==> config.mk <==
export PLATFORM = sky130hd
export DESIGN_NAME = keypad_scan_ctrl
export DESIGN_NICKNAME = d
export VERILOG_FILES = /design/src/rtl/keypad_scan_ctrl.sv
export SDC_FILE = /design/constraint.sdc
export NUM_CORES = 1
export LEC_CHECK = 0
export ABC_CLOCK_PERIOD_IN_PS = 2700
export CAP_MARGIN = 10
export CELL_PAD_IN_SITES_DETAIL_PLACEMENT = 0
export CELL_PAD_IN_SITES_GLOBAL_PLACEMENT = 1
export CORE_ASPECT_RATIO = 1.1
export CORE_UTILIZATION = 45
export CTS_BUF_LIST = sky130_fd_sc_hd__clkbuf_2 sky130_fd_sc_hd__clkbuf_4 sky130_fd_sc_hd__clkbuf_8
export CTS_CLUSTER_DIAMETER = 30
export DETAILED_ROUTE_END_ITERATION = 12
export PLACE_DENSITY = 0.85
export SLEW_MARGIN = 25
export SYNTH_ARGS = -nofsm -noshare
export SYNTH_HDL_FRONTEND = slang
export SYNTH_SLANG_ARGS = --single-unit
export TNS_END_PERCENT = 50
==> constraint.sdc <==
create_clock -name clk -period 2.7 [get_ports clk]
set_input_delay 0.405 -clock clk [delete_from_list [all_inputs] [get_ports clk]]
set_output_delay 0.405 -clock clk [all_outputs]
set_load 0.03 [all_outputs]
==> src/rtl/keypad_scan_ctrl.sv <==
// keypad_scan_ctrl: 4x4 matrix keypad row scanner with column synchronizer,
// press/release debounce and a two-digit key history for the display mux.
module keypad_scan_ctrl #(
  parameter int unsigned SCAN_DIV        = 4096,
  parameter int unsigned DEBOUNCE_CYCLES = 65536
) (
  input  logic       clk,
  input  logic       reset,
  input  logic [3:0] col,
  output logic [3:0] row,
  output logic       key_valid,
  output logic [3:0] key_code,
  output logic [3:0] digit_new,
  output logic [3:0] digit_old,
  output logic       busy
);

  localparam int unsigned DW = (SCAN_DIV > 1) ? $clog2(SCAN_DIV) : 1;
  localparam int unsigned BW = (DEBOUNCE_CYCLES > 1) ? $clog2(DEBOUNCE_CYCLES) : 1;
  localparam logic [DW-1:0] DWELL_LAST = DW'(SCAN_DIV - 1);
  localparam logic [BW-1:0] DEB_LAST   = BW'(DEBOUNCE_CYCLES - 1);

  typedef enum logic [1:0] {
    SCAN     = 2'd0,
    DEBOUNCE = 2'd1,
    HELD     = 2'd2,
    RELEASE  = 2'd3
  } state_t;

  state_t        r_state;
  state_t        w_state_nxt;
  logic [3:0]    r_col_m;
  logic [3:0]    r_col_s;
  logic [DW-1:0] r_dwell;
  logic [DW-1:0] w_dwell_nxt;
  logic [BW-1:0] r_deb;
  logic [BW-1:0] w_deb_nxt;
  logic [3:0]    r_cap;
  logic [3:0]    w_cap_nxt;
  logic [3:0]    r_row;
  logic [3:0]    w_row_nxt;
  logic          r_key_valid;
  logic          w_key_valid_nxt;
  logic [3:0]    r_key_code;
  logic [3:0]    w_key_code_nxt;
  logic [3:0]    r_digit_new;
  logic [3:0]    w_digit_new_nxt;
  logic [3:0]    r_digit_old;
  logic [3:0]    w_digit_old_nxt;
  logic          r_busy;
  logic          w_col_onehot;
  logic [3:0]    w_row_rot;
  logic [3:0]    w_key;

  // Hex value of the key at the crossing of a driven row and a sensed column.
  function automatic logic [3:0] map_key(input logic [3:0] rw, input logic [3:0] cl);
    logic [3:0] k;
    k = 4'h0;
    case ({rw, cl})
      8'b0001_0001: k = 4'h1;
      8'b0001_0010: k = 4'h2;
      8'b0001_0100: k = 4'h3;
      8'b0001_1000: k = 4'hA;
      8'b0010_0001: k = 4'h4;
      8'b0010_0010: k = 4'h5;
      8'b0010_0100: k = 4'h6;
      8'b0010_1000: k = 4'hB;
      8'b0100_0001: k = 4'h7;
      8'b0100_0010: k = 4'h8;
      8'b0100_0100: k = 4'h9;
      8'b0100_1000: k = 4'hC;
      8'b1000_0001: k = 4'hF;
      8'b1000_0010: k = 4'h0;
      8'b1000_0100: k = 4'hE;
      8'b1000_1000: k = 4'hD;
      default:      k = 4'h0;
    endcase
    return k;
  endfunction

  assign w_col_onehot = (r_col_s != 4'd0) && ((r_col_s & (r_col_s - 4'd1)) == 4'd0);
  assign w_row_rot    = {r_row[2:0], r_row[3]};
  assign w_key        = map_key(r_row, r_cap);

  // Two-flop synchronizer for the asynchronous column inputs.
  always_ff @(posedge clk) begin
    if (reset) begin
      r_col_m <= 4'd0;
      r_col_s <= 4'd0;
    end else begin
      r_col_m <= col;
      r_col_s <= r_col_m;
    end
  end

  // State, counters, row drive and key history registers.
  always_ff @(posedge clk) begin
    if (reset) begin
      r_state     <= SCAN;
      r_dwell     <= '0;
      r_deb       <= '0;
      r_cap       <= 4'd0;
      r_row       <= 4'b0001;
      r_key_valid <= 1'b0;
      r_key_code  <= 4'd0;
      r_digit_new <= 4'd0;
      r_digit_old <= 4'd0;
      r_busy      <= 1'b0;
    end else begin
      r_state     <= w_state_nxt;
      r_dwell     <= w_dwell_nxt;
      r_deb       <= w_deb_nxt;
      r_cap       <= w_cap_nxt;
      r_row       <= w_row_nxt;
      r_key_valid <= w_key_valid_nxt;
      r_key_code  <= w_key_code_nxt;
      r_digit_new <= w_digit_new_nxt;
      r_digit_old <= w_digit_old_nxt;
      r_busy      <= (w_state_nxt != SCAN);
    end
  end

  // Next-state and datapath updates for scan, debounce, hold and release.
  always_comb begin
    w_state_nxt     = r_state;
    w_dwell_nxt     = r_dwell;
    w_deb_nxt       = r_deb;
    w_cap_nxt       = r_cap;
    w_row_nxt       = r_row;
    w_key_valid_nxt = 1'b0;
    w_key_code_nxt  = r_key_code;
    w_digit_new_nxt = r_digit_new;
    w_digit_old_nxt = r_digit_old;
    unique case (r_state)
      SCAN: begin
        if (r_dwell == DWELL_LAST) begin
          w_dwell_nxt = '0;
          if (w_col_onehot) begin
            w_cap_nxt   = r_col_s;
            w_deb_nxt   = '0;
            w_state_nxt = DEBOUNCE;
          end else begin
            w_row_nxt = w_row_rot;
          end
        end else begin
          w_dwell_nxt = r_dwell + DW'(1);
        end
      end
      DEBOUNCE: begin
        if (r_col_s != r_cap) begin
          w_deb_nxt   = '0;
          w_dwell_nxt = '0;
          w_row_nxt   = w_row_rot;
          w_state_nxt = SCAN;
        end else if (r_deb == DEB_LAST) begin
          w_deb_nxt       = '0;
          w_key_valid_nxt = 1'b1;
          w_key_code_nxt  = w_key;
          w_digit_old_nxt = r_digit_new;
          w_digit_new_nxt = w_key;
          w_state_nxt     = HELD;
        end else begin
          w_deb_nxt = r_deb + BW'(1);
        end
      end
      HELD: begin
        if (r_col_s == 4'd0) begin
          w_deb_nxt   = '0;
          w_state_nxt = RELEASE;
        end
      end
      RELEASE: begin
        if (r_col_s != 4'd0) begin
          w_deb_nxt   = '0;
          w_state_nxt = HELD;
        end else if (r_deb == DEB_LAST) begin
          w_deb_nxt   = '0;
          w_dwell_nxt = '0;
          w_row_nxt   = w_row_rot;
          w_state_nxt = SCAN;
        end else begin
          w_deb_nxt = r_deb + BW'(1);
        end
      end
      default: w_state_nxt = SCAN;
    endcase
  end

  assign row       = r_row;
  assign key_valid = r_key_valid;
  assign key_code  = r_key_code;
  assign digit_new = r_digit_new;
  assign digit_old = r_digit_old;
  assign busy      = r_busy;

endmodule

==> flow_metrics.tcl <==
set metrics [dict create \
    status "finished, final reports clean" \
    cp-end-kind "flop" \
    numCtsBuffers 5 \
    synth-edff-count 0 \
    cpLargestDelayFamily "simple AND/OR/NAND/NOR gates" \
    ys_types 58 \
    grt_start_max_net_pins 27 \
    vias_per_cell 5.627 \
    cp_slowest_stage_delay_ps 580 \
    synthTopCellsByCount "dfxtp_1 (56), nor2_1 (40), nand2_1 (29), a21oi_1 (20)" \
    post-place-ws_ps 417.8 \
    cts_buffer_depth 2 \
    post-cts-setup-buffers 0 \
    die_area_mm2 0.006699 \
    cts_root_buf "clkbuf_8" \
    synth_area_leaders "dfxtp_1 (39%), nor2_1 (5.2%), xor2_1 (4.6%), nand2_1 (3.8%), a21oi_1 (3.5%)" \
    rsz0062_at_grt "no" \
    drc 0 \
    synth-seq-area-share_pct 39.08 \
    hold_path_class "flop to flop" \
    tritoncts "done" \
    n_antenna_cell 0 \
    fin_ws_ps 429.2 \
    overflow 0 \
    crit_arrival_ps 2470 \
    switchingPower_mw 0.3029 \
    critPathSlowestCell "dfxtp_1" \
    synth_area_mm2 0.002869 \
    combPwrFrac_pct 3.8 \
    path_clk_slew_ps 100 \
    finalSetupViolCount 0 \
    power_mw 1.338 \
    htreeDepth 2 \
    synth_area_per_cell_um2 8.413 \
    synth_cells 341 \
    finalCritPeriodShare_pct 84.10 \
    hold_buffers 0 \
    hpwl_mm 3.985 \
    synth_warnings 0 \
    ant_nets 0 \
    synthArstFlopShare_pct 0 \
    rows 30 \
    path_class "flop to flop" \
    wl_mm 5.765 \
    slew_viol_final 0 \
    leakagePower_nw 1.099 \
    start_util_pct 46.61 \
    p_clk_share_pct 33.1 \
    critPathLaunchType "flop" \
    die_w_um 78.13 \
    synth_largest_area_cell "dfxtp_1" \
    avgRoutedWirePerCell_um 13.44 \
    via_count 2414 \
    peakVddDrop_uv 187.0 \
    path_max_fanout 12 \
    powerDensity_mw_per_mm2 419.8 \
    synth_top_cell_area_share_pct 39.08 \
    syn_nets 349 \
    power.internal_mw 1.036 \
    skew_ps 4.807 \
    gp_congestion 0.8136 \
    synth_top_flop_cell "dfxtp_1" \
    fmax_ghz 0.4404 \
    cts.sinks 56 \
    cp_cell_sequence "inv_2 -> a222oi_1 -> nand4b_2 -> nand2b_1 -> a221oi_1 -> nor3_1" \
    core_area_mm2 0.006156 \
    final_nets 357 \
    ys_ff_latch 56 \
    antenna_found_initial 0 \
    syn_to_final_growth_pct 11.12 \
    pin_count 24 \
    maxCapViolations 0 \
    dr.pass1.iters 4 \
    synthMostInstantiatedCell "dfxtp_1" \
    clk_latency_ps 310 \
    grt_pass1_vias 2249 \
    hold_violations 0 \
    cts_resized 0 \
    crit_buf_inv 1 \
    track_usage_pct 18.24 \
    drt-initial-drc-count 95 \
    seqPwrFrac_pct 63.1 \
    slew_headroom_pct 57.56 \
    portBuffers 23 \
    die_h_um 85.75 \
    n_fill_cell 595 \
    fin_util_pct 51.79 \
    grt_first_pass_wirelength_mm 9.991 \
    worst_pin_slew_ps 632.7 \
    switching_share_pct 22.63 \
    worst_ep_required_time_ps 2900 \
    fin_tns_setup_ps 0 \
    min_period_ps 2271 \
    drive_above_1_share_pct 7.163 \
]
==> power groups by stage <==
stage	registers (mW)	logic (mW)	clock network, mW
floorplan	0.860	0.0369	0
global placement	0.863	0.0510	0
detailed placement	0.863	0.0519	0
CTS	0.844	0.0519	0.458
global route	0.846	0.0585	0.486
finish	0.844	0.0513	0.443
==> worst paths after layout <==
| path | start | end | cells after the start | slack (ps) |
|---|---|---|---|---|
| max | r_cap[0] | digit_new[0] | 6 | 430 |
| min | r_col_m[0] | r_col_s[0] | 1 | 450 |
| max reg2reg | r_cap[0] | digit_new[0] | 6 | 430 |
| min reg2reg | r_col_m[0] | r_col_s[0] | 1 | 450 |
==> logic make-up after synthesis <==
| group | count (synthesis) | share of synthesized area, % |
|---|---|---|
| and+or+nand+nor | 148 | 27.78 |
| AOI/OAI and AO/OA | 70 | 17.01 |
| DFF | 56 | 39.08 |
| buffers and inverters | 35 | 5.713 |
| xor gates and xnor gates | 21 | 6.411 |
| muxes | 9 | 3.140 |
| adders and majority gates | 2 | 0.8721 |
==> registers in the layout, summed over array words and instances (netlist names) <==
register and flops:
r_deb 16, r_dwell 12, digit_new 4, digit_old 4, r_cap 4, r_col_m 4, r_col_s 4, row 4
r_state 2, busy 1, key_valid 1
==> stage by stage <==
step           instances  cell area (µm²)  hold slack (ps)
6_report             429             3188            445.6
5_1_grt              429             3188            475.1
4_1_cts              429             3188            451.3
3_5_place_dp         422             3107            427.1
3_3_place_gp         422             3107            424.7
2_1_floorplan        341             2869            413.8
==> routing by layer <==
metal,track usage [%],vias to the layer above,part of all wire [%],wire (µm)
met5,0,-,0,0
met2,31.42,30,48,2741
met4,6.734,0,1.6,94
li1,-,1226,-,-
met3,3.191,9,2.2,127
met1,22.73,1149,49,2802
==> layout make-up <==
class                      instances  area [µm²]  share of cell area [%]
multi-input combinational        250        1584                   49.69
clock inverter                     2       12.51                  0.3925
tap                               80       100.1                   3.140
clock buffer                       5       68.82                   2.159
timing repair buffer              29       275.3                   8.634
inverter                           7       26.28                  0.8242
sequential                        56        1121                   35.16
==> cells in the final DEF, fill, tap and decap left out, types with 3 or more instances in the layout <==
cell type / Yosys / routed
clkdlybuf4s50_1: 0 / 23
nor2b_1: 9 / 9
a311oi_1: 6 / 6
inv_1: 5 / 5
mux2i_1: 9 / 9
clkbuf_8: 0 / 5
nand3_1: 15 / 15
o211a_1: 3 / 3
nand2_1: 29 / 29
nor2_1: 40 / 40
a21o_1: 4 / 4
nor4b_1: 6 / 6
xor2_1: 15 / 15
and3_1: 5 / 5
o21ai_0: 11 / 11
a31oi_1: 6 / 6
a211oi_1: 3 / 3
and4_1: 6 / 6
nor3_1: 8 / 8
buf_4: 5 / 6
nand4_1: 8 / 8
a21oi_1: 20 / 20
nand2b_1: 6 / 6
dfxtp_1: 56 / 56
xnor2_1: 6 / 6
==> worst reg2reg max path, delay by kind of cell, from the launching register on <==
kind                   cells  cell delay [ps]
AO/OA/AOI/OAI              2              660
buffers and inverters      1              140
flip-flops                 1              580
AND/OR/NAND/NOR            3              780
Power figures use the tool's default switching activity.
